## config.mk

```make
export PLATFORM = sky130hd
export DESIGN_NAME = hot_page_mig_issuer_flat
export DESIGN_NICKNAME = d
export VERILOG_FILES = /design/src/rtl/hot_page_mig_issuer_if.sv /design/src/rtl/hot_page_mig_issuer.sv /design/src/flat_wrapper.sv
export SDC_FILE = /design/constraint.sdc
export NUM_CORES = 1
export LEC_CHECK = 0
export ABC_AREA = 1
export CAP_MARGIN = 0
export CORE_MARGIN = 10
export CORE_UTILIZATION = 62
export DETAILED_ROUTE_END_ITERATION = 10
export DONT_BUFFER_PORTS = 1
export PLACE_DENSITY_LB_ADDON = 0.1
export SYNTH_ARGS = -nofsm -noshare
export SYNTH_HDL_FRONTEND = slang
export SYNTH_SLANG_ARGS = --single-unit
```

## constraint.sdc

```tcl
create_clock -name clk -period 7.7 [get_ports clk]
set_clock_uncertainty 0.05 [all_clocks]
set_input_delay 0.77 -clock clk [delete_from_list [all_inputs] [get_ports clk]]
set_output_delay 0.77 -clock clk [all_outputs]
set_load 0.02 [all_outputs]
```

## src/rtl/hot_page_mig_issuer_if.sv

```systemverilog
// Migration request channel between the hot-page issuer and the migration engine.
// Handshake: a request transfers on every rising clk edge where req_valid and
// req_ready are both high; once req_valid rises, req_addr/req_rank stay stable
// and req_valid stays high until that transfer happens.
interface hot_page_mig_issuer_if #(
  parameter int WORD_SIZE = 28
);
  logic                 req_valid;
  logic                 req_ready;
  logic [WORD_SIZE-1:0] req_addr;
  logic [2:0]           req_rank;

  modport master (output req_valid, output req_addr, output req_rank, input req_ready);
  modport slave  (input req_valid, input req_addr, input req_rank, output req_ready);
endinterface

```

## src/rtl/hot_page_mig_issuer.sv

```systemverilog
// Hot-page migration issuer: once per epoch, snapshot the tracker's top-K
// pages, issue one migration request per valid page, then strobe mig_en so
// the tracker shifts the consumed entries out.
// Optional build macro MIG_DEDUP_EN: remember the pages issued in the previous
// epoch and skip snapshot slots that repeat one of them.
module hot_page_mig_issuer #(
  parameter int WORD_SIZE   = 28,
  parameter int ENTRY_WIDTH = 6,
  parameter int TOP_K       = 5,
  parameter int EPOCH_W     = 32
) (
  input  logic                   clk,
  input  logic                   reset,
  input  logic                   enable,
  input  logic [EPOCH_W-1:0]     epoch_len,
  input  logic [ENTRY_WIDTH-1:0] minptr,
  input  logic                   tracker_busy,
  input  logic [WORD_SIZE-1:0]   top_1,
  input  logic [WORD_SIZE-1:0]   top_2,
  input  logic [WORD_SIZE-1:0]   top_3,
  input  logic [WORD_SIZE-1:0]   top_4,
  input  logic [WORD_SIZE-1:0]   top_5,
  output logic                   mig_en,
  output logic [2:0]             num_mig,
  output logic                   epoch_done,
  output logic [15:0]            issued_total,
  output logic [2:0]             fsm_state,
  hot_page_mig_issuer_if.master  req
);

  typedef enum logic [2:0] {
    S_COUNT  = 3'd0,
    S_SNAP   = 3'd1,
    S_ISSUE  = 3'd2,
    S_COMMIT = 3'd3,
    S_DONE   = 3'd4
  } state_t;

  localparam logic [WORD_SIZE-1:0] EMPTY = '1;

  state_t               state;
  logic [EPOCH_W-1:0]   cnt;
  logic [EPOCH_W-1:0]   last_cnt;
  logic [WORD_SIZE-1:0] tops [5];
  logic [WORD_SIZE-1:0] snap [TOP_K];
  logic [WORD_SIZE-1:0] cand [TOP_K];
  logic [TOP_K-1:0]     dup;
  logic [2:0]           n_valid;
  logic [2:0]           n_snap;
  logic [2:0]           lim;
  logic                 run;
  logic [2:0]           idx;
  logic [2:0]           start;
  logic [2:0]           limit;
  logic                 found;
  logic [2:0]           pos;

`ifdef MIG_DEDUP_EN
  logic [WORD_SIZE-1:0] hist_addr [TOP_K];
  logic [WORD_SIZE-1:0] cur_addr  [TOP_K];
  logic [TOP_K-1:0]     hist_vld;
  logic [TOP_K-1:0]     cur_vld;
`endif

  // Epoch length 0 behaves like 1; compare with >= so a shrunk length ends the epoch promptly.
  assign last_cnt = (epoch_len == '0) ? '0 : epoch_len - 1'b1;

  // Tracker ranks as an array for indexed access.
  always_comb begin
    tops[0] = top_1;
    tops[1] = top_2;
    tops[2] = top_3;
    tops[3] = top_4;
    tops[4] = top_5;
  end

  // Count the leading run of usable slots: below min(minptr, TOP_K) and not empty.
  always_comb begin
    lim    = (minptr < ENTRY_WIDTH'(TOP_K)) ? minptr[2:0] : 3'(TOP_K);
    n_snap = '0;
    run    = 1'b1;
    for (int i = 0; i < TOP_K; i++) begin
      if (run && (3'(i) < lim) && (tops[i] != EMPTY)) n_snap = n_snap + 3'd1;
      else run = 1'b0;
    end
  end

  // Candidate slot values (live tracker in SNAP, latched copy afterwards) and their repeat flags.
  always_comb begin
    for (int i = 0; i < TOP_K; i++) begin
      cand[i] = (state == S_SNAP) ? tops[i] : snap[i];
      dup[i]  = 1'b0;
`ifdef MIG_DEDUP_EN
      for (int j = 0; j < TOP_K; j++) begin
        if (hist_vld[j] && (hist_addr[j] == cand[i])) dup[i] = 1'b1;
      end
`endif
    end
  end

  // Locate the next slot to issue: first non-repeated slot in [start, limit).
  always_comb begin
    start = (state == S_SNAP) ? 3'd0 : idx + 3'd1;
    limit = (state == S_SNAP) ? n_snap : n_valid;
    found = 1'b0;
    pos   = '0;
    for (int i = 0; i < TOP_K; i++) begin
      if (!found && (3'(i) >= start) && (3'(i) < limit) && !dup[i]) begin
        found = 1'b1;
        pos   = 3'(i);
      end
    end
  end

  // mig_en follows tracker_busy in the same cycle so it can never overlap a busy cycle.
  assign mig_en     = (state == S_COMMIT) && !tracker_busy;
  assign num_mig    = mig_en ? n_valid : 3'd0;
  assign epoch_done = (state == S_DONE);
  assign fsm_state  = state;

  // Epoch sequencer: count, snapshot, issue, commit, done.
  always_ff @(posedge clk or posedge reset) begin
    if (reset) begin
      state         <= S_COUNT;
      cnt           <= '0;
      n_valid       <= '0;
      idx           <= '0;
      req.req_valid <= 1'b0;
      req.req_addr  <= '0;
      req.req_rank  <= '0;
      issued_total  <= '0;
      for (int i = 0; i < TOP_K; i++) snap[i] <= EMPTY;
`ifdef MIG_DEDUP_EN
      hist_vld <= '0;
      cur_vld  <= '0;
      for (int i = 0; i < TOP_K; i++) begin
        hist_addr[i] <= '0;
        cur_addr[i]  <= '0;
      end
`endif
    end else begin
      case (state)
        S_COUNT: begin
          if (enable) begin
            if (cnt >= last_cnt) begin
              cnt   <= '0;
              state <= S_SNAP;
            end else begin
              cnt <= cnt + 1'b1;
            end
          end
        end
        S_SNAP: begin
          for (int i = 0; i < TOP_K; i++) snap[i] <= tops[i];
          n_valid <= n_snap;
`ifdef MIG_DEDUP_EN
          cur_vld <= '0;
`endif
          if (n_snap == 3'd0) begin
            state <= S_DONE;
          end else if (found) begin
            req.req_valid <= 1'b1;
            req.req_addr  <= cand[pos];
            req.req_rank  <= pos;
            idx           <= pos;
            state         <= S_ISSUE;
          end else begin
            state <= S_COMMIT;
          end
        end
        S_ISSUE: begin
          if (req.req_ready) begin
            if (issued_total != 16'hFFFF) issued_total <= issued_total + 16'd1;
`ifdef MIG_DEDUP_EN
            cur_addr[idx] <= req.req_addr;
            cur_vld[idx]  <= 1'b1;
`endif
            if (found) begin
              req.req_addr <= cand[pos];
              req.req_rank <= pos;
              idx          <= pos;
            end else begin
              req.req_valid <= 1'b0;
              state         <= S_COMMIT;
            end
          end
        end
        S_COMMIT: begin
          if (!tracker_busy) state <= S_DONE;
        end
        S_DONE: begin
`ifdef MIG_DEDUP_EN
          hist_vld <= cur_vld;
          for (int i = 0; i < TOP_K; i++) hist_addr[i] <= cur_addr[i];
`endif
          state <= S_COUNT;
        end
        default: state <= S_COUNT;
      endcase
    end
  end

endmodule

```

## src/flat_wrapper.sv

```systemverilog
// flat-port wrapper written by rule: the top's interface ports become plain ports
module hot_page_mig_issuer_flat 
#(
  parameter int WORD_SIZE   = 28,
  parameter int ENTRY_WIDTH = 6,
  parameter int TOP_K       = 5,
  parameter int EPOCH_W     = 32
)
  (clk, reset, enable, epoch_len, minptr, tracker_busy, top_1, top_2, top_3, top_4, top_5, mig_en, num_mig, epoch_done, issued_total, fsm_state, req_req_valid, req_req_addr, req_req_rank, req_req_ready);
  hot_page_mig_issuer_if #(.WORD_SIZE(WORD_SIZE)) req_i ();
  input  logic clk;
  input  logic reset;
  input  logic enable;
  input  logic [EPOCH_W-1:0] epoch_len;
  input  logic [ENTRY_WIDTH-1:0] minptr;
  input  logic tracker_busy;
  input  logic [WORD_SIZE-1:0] top_1;
  input  logic [WORD_SIZE-1:0] top_2;
  input  logic [WORD_SIZE-1:0] top_3;
  input  logic [WORD_SIZE-1:0] top_4;
  input  logic [WORD_SIZE-1:0] top_5;
  output logic mig_en;
  output logic [2:0] num_mig;
  output logic epoch_done;
  output logic [15:0] issued_total;
  output logic [2:0] fsm_state;
  output wire logic [$bits(req_i.req_valid)-1:0] req_req_valid;
  output wire logic [$bits(req_i.req_addr)-1:0] req_req_addr;
  output wire logic [$bits(req_i.req_rank)-1:0] req_req_rank;
  input wire logic [$bits(req_i.req_ready)-1:0] req_req_ready;
  assign req_req_valid = req_i.req_valid;
  assign req_req_addr = req_i.req_addr;
  assign req_req_rank = req_i.req_rank;
  assign req_i.req_ready = req_req_ready;
  hot_page_mig_issuer #(.WORD_SIZE(WORD_SIZE), .ENTRY_WIDTH(ENTRY_WIDTH), .TOP_K(TOP_K), .EPOCH_W(EPOCH_W)) u_core (.clk(clk), .reset(reset), .enable(enable), .epoch_len(epoch_len), .minptr(minptr), .tracker_busy(tracker_busy), .top_1(top_1), .top_2(top_2), .top_3(top_3), .top_4(top_4), .top_5(top_5), .mig_en(mig_en), .num_mig(num_mig), .epoch_done(epoch_done), .issued_total(issued_total), .fsm_state(fsm_state), .req(req_i));
endmodule
```

==> flow_summary.ini <==
[cts]
htreeDepth = 1
postCtsSetupBuffers = 0
worstSkewPairLatency_ns = 0.53
ctsResizeCount = 0
numClockSinks = 226
cts_root_buf = clkbuf_16
cts_hold_buffers = 0
clk_pin_slew_ns = 0.06
cts_buffers = 27
cts_tree = built
clockBufferDepth = 3

[setup_path]
cp_num_buf_inv = 8
critPathMaxStageDelay_ns = 0.80
crit_cells = 36
rr_worst_depth = 17
cp-end-kind = register
critical_path_class = in2reg
critPathLaunchType = primary input
cp_data_arrival_time_ns = 6.10
critPathSlowestCell = nand2_1
path_common_cell = nand2_1
cp_top_family = simple AND/OR/NAND/NOR gates
required_ns = 8.11
cp_max_fo = 57

[timing]
drv_slew = 0
maxSlewHeadroom = 0.184
finalCriticalPeriod_ns = 5.69
holdWs_ns = 0.183
tightest_slew_ns = 1.22
final-setup-viol-count = 0
finalCritPeriodShare = 0.739
hold_violations = 0
setup_tns_ns = 0
grt_setup_unrepaired = no
fmax_ghz = 0.176

[detailed_routing]
first_pass_iters = 5
ant_nets = 0
drt_iter0_markers = 1034
drc = 0
avgViaCountPerCell = 5.71
wl_um = 38700
wl_per_cell_um = 18.6
via_count = 11898

[floorplan]
dieArea_sq_mm = 0.0285
rows = 54
initial_core_util = 0.629
pin_count = 239
die_height_um = 169
die_x_um = 169
core_region_area_sq_mm = 0.0218

[logic_synthesis]
yosysSeqAreaShare = 0.425
syn-cell-area_sq_mm = 0.0137
ys_ff_latch = 226
avgSynthCellArea_sq_um = 7.53
synth_cells = 1824
ys_types = 47
syn-num-nets = 2047
ys.warnings.count = 0

[place]
place_congestion = 1.00
io_buffers = 0
dp.cells = 2038
hpwl_um = 29200

[pwr]
p_leak_nw = 6.90
pwr_density_cell_mw_per_mm2 = 478
irDropWorstVdd_v = 0.000289

[layout]
nets = 2010
antenna_cells = 0
final_cell_count_no_fill = 2084
drive_above_1_share = 0.205
area.growth.synth_to_final_pct = 6.39

[job]
cap_violations = 0

[status]
status = complete, no violations

[worst_hold_path]
hold_class = in2async

[global_routing]
grt_pass1_vias = 11591
grt_overflow = 0
grt_max_degree = 157
grt.total_usage = 0.265
antenna_found_initial = 0
grt_pass1_wl_um = 62100
==> worst reg2reg max path: cells and delay by family (launching register included) <==
kind	cells	cell delay [ns]
buf+inv	5	1.95
flops	1	0.51
compound gates	2	0.57
simple gates	10	1.98
==> cells in the final DEF (no fill, tap or decap), types with 6 or more instances in the layout <==
cell,count
nand2_2,12
ha_1,40
clkbuf_1,10
nand3_1,222
clkbuf_8,6
or2_2,128
nand2_1,389
inv_1,214
nand4_1,27
dfstp_2,140
clkbuf_16,27
nor4_1,8
nor2_2,16
nor3b_1,10
xor2_1,21
a21oi_1,41
nor2_1,169
buf_4,8
dfrtp_1,86
o21ai_0,128
xnor2_1,13
nor3_1,30
==> through the flow <==
stage | instance area (sq um) | worst slack, ns | total power [W] | util
after floorplan | 13700 | 0.921 | 0.00507 | -
final | 14600 | 2.01 | 0.00699 | 0.669
after global routing | 14600 | 1.36 | 0.00759 | 0.669
after CTS | 14600 | 2.10 | 0.00699 | 0.669
after detailed placement | 13800 | 1.55 | 0.00579 | 0.632
after global placement | 13800 | 1.60 | 0.00570 | 0.632
==> worst paths after layout <==
path	slack (ns)	from	endpoint
hold reg to reg	0.42	u_core.snap[13]	u_core.snap[13]
min in group clk	0.31	top_5[14]	u_core.snap[14]
hold / removal	0.18	reset	u_core.cnt[27]
setup / recovery	2.01	minptr[4]	u_core.req.req_addr[17]
max in group asynchronous	5.71	reset	u_core.cnt[13]
setup reg to reg	2.57	u_core.fsm_state[0]	u_core.req.req_addr[17]
==> per-layer routing <==
| metal | global-route usage | vias up | routed length [um] |
|---|---|---|---|
| met4 | 0.0814 | 0 | 1160 |
| met1 | 0.346 | 5634 | 16100 |
| met3 | 0.0815 | 82 | 3720 |
| met5 | 0 | - | 0 |
| met2 | 0.414 | 417 | 17700 |
| li1 | - | 5765 | - |
==> cell type report <==
cell class / count / area, sq um
sequential: 226 / 5830
clock buffer: 43 / 796
inverter: 222 / 842
fill: 1918 / 7220
clock inverter: 3 / 22.5
multi-input combinational: 1302 / 6700
timing repair buffer: 8 / 60.1
tap: 280 / 350
==> cell families after synthesis <==
| group | Yosys count | share of synthesized area |
|---|---|---|
| flip-flops | 226 | 0.425 |
| AO/OA/AOI/OAI | 187 | 0.0715 |
| buffers and inverters | 296 | 0.0873 |
| AND/OR/NAND/NOR | 1041 | 0.358 |
| adder cells (fa/ha/maj) | 40 | 0.0365 |
| XOR/XNOR | 34 | 0.0217 |
==> registers in the layout, indices dropped and copies added, names as in the netlist <==
register and flops:
u_core.issued_total 16, u_core.req.req_valid 1, u_core.cnt 32, u_core.snap 140, u_core.req.req_addr 28, u_core.n_valid 3, u_core.idx 3, u_core.fsm_state 3
==> report_power, final <==
group	total, W	switching, W	internal (W)
combinational	0.00346	0.00228	0.00118
clock	0.00118	0.000480	0.000701
sequential	0.00235	0.000388	0.00196
total	0.00699	0.00315	0.00384
==> synth_stat cells (all sizes together) <==
master  number  share of area
nand2      406           0.12
nand3      225          0.083
inv        221          0.060
nor2       189          0.057
dfstp      140           0.27
o21ai      130          0.047
or2        128          0.058
dfrtp       86           0.16
a21oi       42          0.016
ha          40          0.036
buf         38          0.017
clkbuf      36         0.0098
nor3        35          0.014
nand4       27          0.012
xor2        21          0.013
xnor2       13         0.0083
nor3b       11         0.0064
nor4        10         0.0055
and3         5         0.0023
nand3b       5         0.0027
a31oi        4         0.0018
a211oi       2         0.0011
a211o        1        0.00064
a311oi       1        0.00064
a31o         1        0.00064
clkinv       1        0.00027
o211a        1        0.00073
o211ai       1        0.00055
o21a         1        0.00055
o221ai       1        0.00064
o311ai       1        0.00064
o31ai        1        0.00055
(Power assumes the default switching activity.)
==> edit, RTL diff (config.mk and constraints unchanged) <==
Make the reset (`reset`) synchronous in one clocked block.
--- a/src/rtl/hot_page_mig_issuer.sv
+++ b/src/rtl/hot_page_mig_issuer.sv
@@ -119,7 +119,7 @@
   assign fsm_state  = state;
 
   // Epoch sequencer: count, snapshot, issue, commit, done.
-  always_ff @(posedge clk or posedge reset) begin
+  always_ff @(posedge clk) begin
     if (reset) begin
       state         <= S_COUNT;
       cnt           <= '0;
Behaviour: differs if reset is asserted again (counterexample within 4 cycles, from zero or initial values and one cycle with reset high); with reset held inactive, the same outputs for 4 cycles.
==> edit against the original RTL <==
Synthesized area is 3.3% higher; count of clock-buffer cells in the layout is 2 lower; worst setup slack better by 0.12 ns; critical path depth is 9 lower; first-iteration DRC count is 43% higher; register-to-register slack better by 0.50 ns; wire length is 7.1% higher; sequential cell count stayed put; cell area is 2.8% higher; critical path type unchanged; critical endpoint is now u_core.req.req_addr[13].
Power is not compared: it rests on default switching activity, and its combinational part moved more than twofold at a synthesized area within 25%.
==> edit: results (changes against the original RTL) <==
CP Data Arrival Time: 5.91 ns (-0.19 ns)
Worst hold path class: in2reg
H-tree Lvls: 1 (unchanged)
Cell variety after synth: 53 (+13%)
R2r setup slk: 3.07 ns (+0.50 ns)
CP peak stage delay: 0.88 ns (+0.08 ns)
Total GRT Usage: 0.274 (+0.00937)
Worst Reg-to-Reg Cells: 13 (-4)
Placed cell areas: 14200 um^2 (+3.0%)
Sequential share of the synthesized area: 0.418 (-0.00690)
Metal3 WL: 5250 um (+41%)
Number of flops mapped to enable cells by yosys: 140 (+140)
Worst-Skew Late Latency: 0.53 ns (about the same)
Layout cell share with drive strength beyond 1: 0.0538 (-0.151)
DR WL/cell: 18.5 um (-0.25%)
R2r startpoint: u_core.fsm_state[0]
Dominant cells by area after synthesis: edfxtp_1 30%, nand2_1 14%, dfxtp_1 12%, inv_1 6.8%, nand3_1 6.5%
Outcome: complete, no violations
Vias in the first global route: 12100 (+4.2%)
Global placer's final weighted congestion: 0.978 (-2.6%)
Vias per cell: 5.77 (+1.1%)
WL met1: 15600 um (-3.0%)
# nets final: 2156 (+7.3%)
Placed wire-length estimate: 31000 um (+6.1%)
Hold Crit Depth: 1
Post-synth top cells: 528 x nand2_1, 256 x inv_1, 235 x nor2_1, 184 x nand3_1, 140 x edfxtp_1
Largest net degree at the start of global routing: 115 (-27%)
Hold slack: 0.258 ns (+0.0759 ns)
First-pass GRT wire length: 64100 um (+3.2%)
Tcrit/Tclk final: 0.723 (-0.0157)
Drt first-iter violations: 1478 (+43%)
Metal2 WL: 19100 um (+8.0%)
Async SR Flop Fraction: 0 (-1.00)
Total wire length: 41400 um (+7.1%)
Critical path startpoint: minptr[5]
Cells after synthesis: 1988 (+9.0%)
Slowest stage cell, crit path: nand3b_2
Worst slew pin tran: 1.23 ns (+0.0143 ns)
-- edit: cells by family after synthesis --
kind of cell / count (synthesis) / synth area share
and+or+nand+nor: 1075 / 0.328
AOI/OAI and AO/OA: 260 / 0.0986
xor gates and xnor gates: 32 / 0.0198
DFF: 226 / 0.418
adders and majority gates: 40 / 0.0353
buffers and inverters: 355 / 0.101
-- edit: critical path, delay by kind of cell --
family | cells | cell delay, ns
buffers and inverters | 5 | 0.35
adders and majority gates | 3 | 0.96
and+or+nand+nor | 17 | 3.66
AOI/OAI and AO/OA | 2 | 0.18
-- edit: area by class of cell --
cell class	instances	area, um^2
Multi-Input combinational cell	1407	6860
Timing Repair Buffer	9	67.6
Tap cell	285	357
Sequential cell	226	5930
Fill cell	1992	7550
Clock buffer	41	790
Inverter	264	991
Clock inverter	5	28.8
-- edit: metal layers --
layer  GRT usage  vias up
li1            -     6360
met3      0.0976       79
met1       0.335     5903
met5           0        -
met4      0.0934        0
met2       0.441      571
